File: config.mk
export PLATFORM = sky130hd
export DESIGN_NAME = register_file
export DESIGN_NICKNAME = d
export VERILOG_FILES = /design/src/rtl/mips_pkg.sv /design/src/rtl/register_file_cell.sv /design/src/rtl/register_file.sv
export SDC_FILE = /design/constraint.sdc
export NUM_CORES = 2
export LEC_CHECK = 0
export CORE_UTILIZATION = 41
export DETAILED_ROUTE_END_ITERATION = 10
export SLEW_MARGIN = 20
export SYNTH_ARGS = -nofsm -noshare
export SYNTH_HDL_FRONTEND = slang
export SYNTH_SLANG_ARGS = --single-unit
File: constraint.sdc
create_clock -name clk -period 3.3 [get_ports clk]
set_clock_uncertainty 0.15 [all_clocks]
set_input_delay 0.495 -clock clk [delete_from_list [all_inputs] [get_ports clk]]
set_output_delay 0.495 -clock clk [all_outputs]
set_load 0.01 [all_outputs]
File: src/rtl/mips_pkg.sv
// mips_pkg: shared MIPS register-file constants
// Provides data width, architectural register indices and the reset
// start addresses of $sp and $gp.
package mips_pkg;
    localparam int N_BITS = 32;
    localparam int REG_ZERO = 0;
    localparam int REG_GP = 28;
    localparam int REG_SP = 29;
    localparam int REG_RA = 31;
    localparam logic [31:0] SP_INIT = 32'h7FFF_EFFC;
    localparam logic [31:0] GP_INIT = 32'h1000_8000;
endpackage

File: src/rtl/register_file_cell.sv
// register_cell: N_BITS enable register with synchronous active-low reset
// Ports:
//   clk    in   clock, rising edge
//   reset  in   synchronous active-low reset, loads RST_VAL
//   i_en   in   load enable
//   i_d    in   data to load
//   o_q    out  stored value
module register_cell #(
    parameter int N_BITS = 32,
    parameter logic [N_BITS-1:0] RST_VAL = '0
) (
    input  logic              clk,
    input  logic              reset,
    input  logic              i_en,
    input  logic [N_BITS-1:0] i_d,
    output logic [N_BITS-1:0] o_q
);
    logic [N_BITS-1:0] r_q;
    always_ff @(posedge clk) begin
        if (!reset) r_q <= RST_VAL;
        else if (i_en) r_q <= i_d;
    end
    assign o_q = r_q;
endmodule

File: src/rtl/register_file.sv
// register_file: MIPS GPR file, two combinational read ports, one synchronous write port
// Ports:
//   clk            in   clock, all state updates on rising edge
//   reset          in   synchronous active-low reset ($gp/$sp get start addresses, others 0)
//   RegWrite       in   write enable
//   WriteRegister  in   write address (0 ignored)
//   WriteData      in   write data
//   ReadRegister1  in   read address, port 1 (ALU A)
//   ReadRegister2  in   read address, port 2 (ALU B)
//   ReadData1      out  contents of ReadRegister1
//   ReadData2      out  contents of ReadRegister2
// Build option: define REGFILE_BYPASS_EN for same-cycle write-through to the read ports.
module register_file
    import mips_pkg::*;
#(
    parameter int N_BITS = mips_pkg::N_BITS,
    parameter int N_REGS = 32,
    parameter logic [N_BITS-1:0] SP_INIT = N_BITS'(mips_pkg::SP_INIT),
    parameter logic [N_BITS-1:0] GP_INIT = N_BITS'(mips_pkg::GP_INIT)
) (
    input  logic              clk,
    input  logic              reset,
    input  logic              RegWrite,
    input  logic [4:0]        WriteRegister,
    input  logic [N_BITS-1:0] WriteData,
    input  logic [4:0]        ReadRegister1,
    input  logic [4:0]        ReadRegister2,
    output logic [N_BITS-1:0] ReadData1,
    output logic [N_BITS-1:0] ReadData2
);
    logic [N_BITS-1:0] w_q [32];
    logic [31:1]       w_we;
    // Decode starts at 1 so $zero and out-of-range addresses never get an enable.
    always_comb begin
        w_we = '0;
        for (int k = 1; k < 32; k++) w_we[k] = RegWrite && WriteRegister == 5'(k) && k < N_REGS;
    end
    assign w_q[0] = '0;
    for (genvar i = 1; i < 32; i++) begin : g_reg
        if (i < N_REGS) begin : g_cell
            register_cell #(
                .N_BITS (N_BITS),
                .RST_VAL(i == REG_SP ? SP_INIT : i == REG_GP ? GP_INIT : '0)
            ) u_cell (
                .clk  (clk),
                .reset(reset),
                .i_en (w_we[i]),
                .i_d  (WriteData),
                .o_q  (w_q[i])
            );
        end else begin : g_none
            assign w_q[i] = '0;
        end
    end
`ifdef REGFILE_BYPASS_EN
    // |w_we already excludes $zero, out-of-range and disabled writes; reset kills the forward.
    assign ReadData1 = (reset && |w_we && WriteRegister == ReadRegister1) ? WriteData : w_q[ReadRegister1];
    assign ReadData2 = (reset && |w_we && WriteRegister == ReadRegister2) ? WriteData : w_q[ReadRegister2];
`else
    assign ReadData1 = w_q[ReadRegister1];
    assign ReadData2 = w_q[ReadRegister2];
`endif
endmodule

# Word level (Yosys, flattened, before mapping)
# Cells that the tools add are included.
# classes
div_mod_pow	0
reduce_logical	31
magnitude_cmp	2
n_eq_ne	31
bitwise_logic	2
shifts	0
n_addsub	0
n_mul	0
n_mux	6
# ops
cell	n
binary-select mux 32 bit (select 5 bit)	2
two-way mux 32 bit	4
equality test 5 bit (second input constant)	16
equality test 5 x 4 -> 1 bit (second input constant)	8
logical AND 1 bit	31
equality test 5 x 3 -> 1 bit (second input constant)	4
>= comparator 6 bit (second input constant)	2
inverter 5 -> 6 bit	2
equality test 5 x 2 -> 1 bit (second input constant)	2
equality test 5 x 1 -> 1 bit (second input constant)	1
# word_totals
ramBits	0
n_memories	0
ff_bits	992
romBits	0
wordCells	103
latch_bits	0

# Longest topological paths before layout
# logic_depth
depth_word	4
ltp_mapped	8
depth_no_buf	4

# By module
# A second synthesis with hierarchy kept.
# unflattened
hier_cells	4655
area_unflattened_um2	54840.1
# by_module_without_submodules
mod	cells_each	instances	area_each_um2
register_cell (g_reg[10].g_cell.u_cell ...)	103	29	1243.7
register_file	1462	1	16378.2
register_cell (g_reg[28].g_cell.u_cell)	103	1	1238.7
register_cell (g_reg[29].g_cell.u_cell)	103	1	1156.1

# Least setup slack after synthesis
# OpenSTA, ideal clock, no wires.
# synth_path
kind	input to output
from	input ReadRegister2[1]
to	output ReadData2[0]
cell_stages	7
arrival_time_ns	2.367
slack_ns	0.288
n_path_buf	4
path_cell_list	clkbuf_1 buf_2 clkbuf_1 buf_2 mux4_2 mux4_2 mux2_2
# synth_between
elab_chain_cells	4
# synth_lines
element	line_no	rtl
start, declared	register_file.sv:27	input logic [4:0] ReadRegister2,
inverter 5 -> 6 bit (not written as such)	register_file.sv:61	assign ReadData2 = w_q[ReadRegister2];
binary-select mux 32 bit (select 5 bit)	register_file.sv:61	
two-way mux 32 bit (not written as such) (2 in a row)	register_file.sv:61	
end, declared	register_file.sv:29	output logic [N_BITS-1:0] ReadData2
# Every way passes these cells. The select of a mux whose other input is x is not followed.

# Worst setup path in the final report
# layout_path
from	register g_reg[4].g_cell.u_cell.r_q[5]
to	output ReadData2[5]
# layout_between
elab_chain_cells	3
# layout_lines
element	line_no	rtl
start, declared	register_file_cell.sv:18	logic [N_BITS-1:0] r_q;
start signal, assigned	register_file_cell.sv:21	else if (i_en) r_q <= i_d;
binary-select mux 32 bit (select 5 bit)	register_file.sv:61	
two-way mux 32 bit (not written as such) (2 in a row)	register_file.sv:61	
# Every way passes these cells. The select of a mux whose other input is x is not followed.

==> results.sh <==
export IMPL_clock_latency_ps=740
export IMPL_cellLeakagePower_uw=0.0213
export IMPL_drt_wl_total_mm=218
export IMPL_dr_first_iter_drc_count=5926
export IMPL_pre_cts_slack_ps=-462
export IMPL_syn_inst=5618
export IMPL_worst_path_max_fanout=3
export IMPL_start_kind="register"
export IMPL_synth_area_per_cell_um2=9.37
export IMPL_start_util=0.413
export IMPL_status="completed"
export IMPL_die_h_um=360
export IMPL_coreArea_mm2=0.127
export IMPL_layout_nets=5727
export IMPL_setup_ws_ps=9.36
export IMPL_fin_crit_ps=3290
export IMPL_port_buffers=113
export IMPL_slew_headroom=0.446
export IMPL_row_count=131
export IMPL_p_clk_frac=0.456
export IMPL_h_tree_depth=3
export IMPL_fin_util=0.491
export IMPL_tritoncts="yes"
export IMPL_power_switching_uw=6990
export IMPL_dp_hpwl_mm=134
export IMPL_synth_ff_latch_count=992
export IMPL_ios=114
export IMPL_fin_crit_sh=0.997
export IMPL_hold_viol=0
export IMPL_cts_sinks=992
export IMPL_worstPathArrival_ps=2650
export IMPL_irDropWorstVdd_mv=0.484
export IMPL_grt_pass1_vias=44100
export IMPL_hold_buffers=0
export IMPL_p_comb_frac=0.100
export IMPL_routedWlPerCell_um=29.4
export IMPL_dieWidth_um=360
export IMPL_layout_commonest_cell="nand2_1"
export IMPL_power_density_mw_per_mm2=437
export IMPL_first_pass_iters=8
export IMPL_post_route_drc_count=0
export IMPL_reg2regPathDepth=2
export IMPL_pwr_share_seq=0.444
export IMPL_power_uw=27400
export IMPL_drv_cap=0
export IMPL_crit_required_ps=2650
export IMPL_worst_pin_slew_ps=831
export IMPL_grt_pass1_wl_mm=315
export IMPL_clock_path_buffers=3
export IMPL_fmax_ghz=0.304
export IMPL_rsz0062_at_grt="false"
export IMPL_ys_types=32
export IMPL_setup_tns_ps=0
export IMPL_numCtsBuffers=107
export IMPL_hold_class="input pin to register"
export IMPL_crit_type="register to primary output"
export IMPL_ys_warn_count=0
export IMPL_grt_total_usage=0.331
export IMPL_place_congestion=0.913
export IMPL_drv_slew=0
export IMPL_r2r_end="g_reg[21].g_cell.u_cell.o_q[3]"
export IMPL_finalSetupViolCount=0
export IMPL_finalInstanceArea_mm2=0.0626
export IMPL_ant_nets=0
export IMPL_hold_path_cell_count=2
export IMPL_grt_max_degree=156
export IMPL_r2r_start="g_reg[21].g_cell.u_cell.o_q[3]"
export IMPL_yosysSeqAreaShare=0.377
export IMPL_via_per_inst=6.20
export IMPL_synth_area_mm2=0.0526
export IMPL_largest_reg_flops=992
export IMPL_p_int_uw=20400
export IMPL_r2r_slack_ps=2410
export IMPL_antenna_found_initial=9
export IMPL_swShare=0.256
export IMPL_drive_above_1_share=0.229
export IMPL_mostFrequentLayoutCells="1,985 x nand2_1, 988 x dfxtp_1, 905 x a21boi_0, 480 x mux4_2, 299 x buf_4"
export IMPL_whs_endpoint="g_reg[1].g_cell.u_cell.o_q[30]"
export IMPL_min_from="reset"
export IMPL_grt_overflow_total=0
export IMPL_cts_root_buf="clkbuf_16"
export IMPL_placed_cell_area_mm2=0.0581
export IMPL_areaGrowthSynthToFinish_pct=18.9
export IMPL_syn_nets=5668
export IMPL_end_kind="primary output"
export IMPL_vias=46100
export IMPL_cts_clk_slew_worst_paths_ps=60
export IMPL_die_area_mm2=0.130
[synth_stat cells, drive strengths merged]
library cell / count / area (µm²)
nand2: 2017 / 7570
dfxtp: 992 / 19900
a21boi: 962 / 7220
mux4: 480 / 10800
clkbuf: 462 / 1730
buf: 138 / 711
a22o: 128 / 1120
mux2: 96 / 1080
mux2i: 96 / 961
and2: 49 / 307
a211oi: 32 / 240
o21ai: 32 / 160
o22ai: 32 / 200
o31ai: 32 / 240
nand3: 30 / 150
nor2: 14 / 52.6
nor2b: 6 / 37.5
nor3: 4 / 20.0
and4b: 3 / 30.0
nand2b: 3 / 18.8
nand4b: 3 / 26.3
and4bb: 2 / 25.0
and4: 1 / 8.76
inv: 1 / 3.75
nand4: 1 / 6.26
nor4b: 1 / 15.0
nor4bb: 1 / 10.0
[how the worst max path moves through the flow]
stage                                          from       endpoint  slack, ps  cells after the start
floorplan                          ReadRegister2[1]   ReadData2[0]        290                      7
global placement                   ReadRegister2[0]  ReadData2[22]       -450                      6
detailed placement                 ReadRegister2[0]  ReadData2[22]       -460                      6
CTS                                ReadRegister2[0]   ReadData2[3]        0.3                      8
global route        g_reg[31].g_cell.u_cell.o_q[16]  ReadData2[16]          4                      4
finish                g_reg[4].g_cell.u_cell.o_q[5]   ReadData2[5]          9                      4
[final cells by class]
cell class | count | area [µm²]
fill | 11400 | 64800
multi-input combinational | 4025 | 30700
sequential | 992 | 19900
timing repair buffer | 550 | 6260
clock buffer | 158 | 3250
tap | 1662 | 2080
clock inverter | 40 | 358
antenna | 8 | 20.0
inverter | 1 | 3.75
[critical path: stages (launching register included)]
cell             delay, ps
dfxtp_1                320
mux4_2                 480
mux4_2                 510
mux2_4                 340
clkdlybuf4s15_2        240
[power groups by stage]
stage	clock network [µW]	logic, µW	registers (µW)
floorplan	0	1440	12400
global placement	0	2520	12400
detailed placement	0	2550	12400
CTS	12500	2670	12100
global route	13000	2810	12100
finish	12500	2740	12100
[metrics by stage]
step           instances  hold WS (ps)
2_1_floorplan       5618           292
3_3_place_gp        7195           304
3_5_place_dp        7195           313
4_1_cts             7421          12.9
5_1_grt             7431          46.2
6_report            7436          4.87
[layer usage]
metal  routed length (µm)  global-route usage
met1                83100               0.433
met2                95600               0.500
met3                25900              0.0802
met4                13700               0.187
met5                   13             0.00148
[what timing repair did]
| item | in CTS | in global routing |
|---|---|---|
| buffers inserted | 18 | 9 |
| setup endpoints to repair | 63 | 20 |
| pin swaps | 1 | 0 |
| gates cloned | 10 | 0 |
| gates resized for setup | 190 | 21 |
[kinds of logic after synthesis]
group                  after synthesis  synth area share
DFF                                992             0.377
and+or+nand+nor                   2135             0.157
AOI/OAI and AO/OA                 1218             0.175
muxes                              672             0.244
buffers and inverters              601            0.0465
No activity file was read; power rests on OpenSTA's default activity.
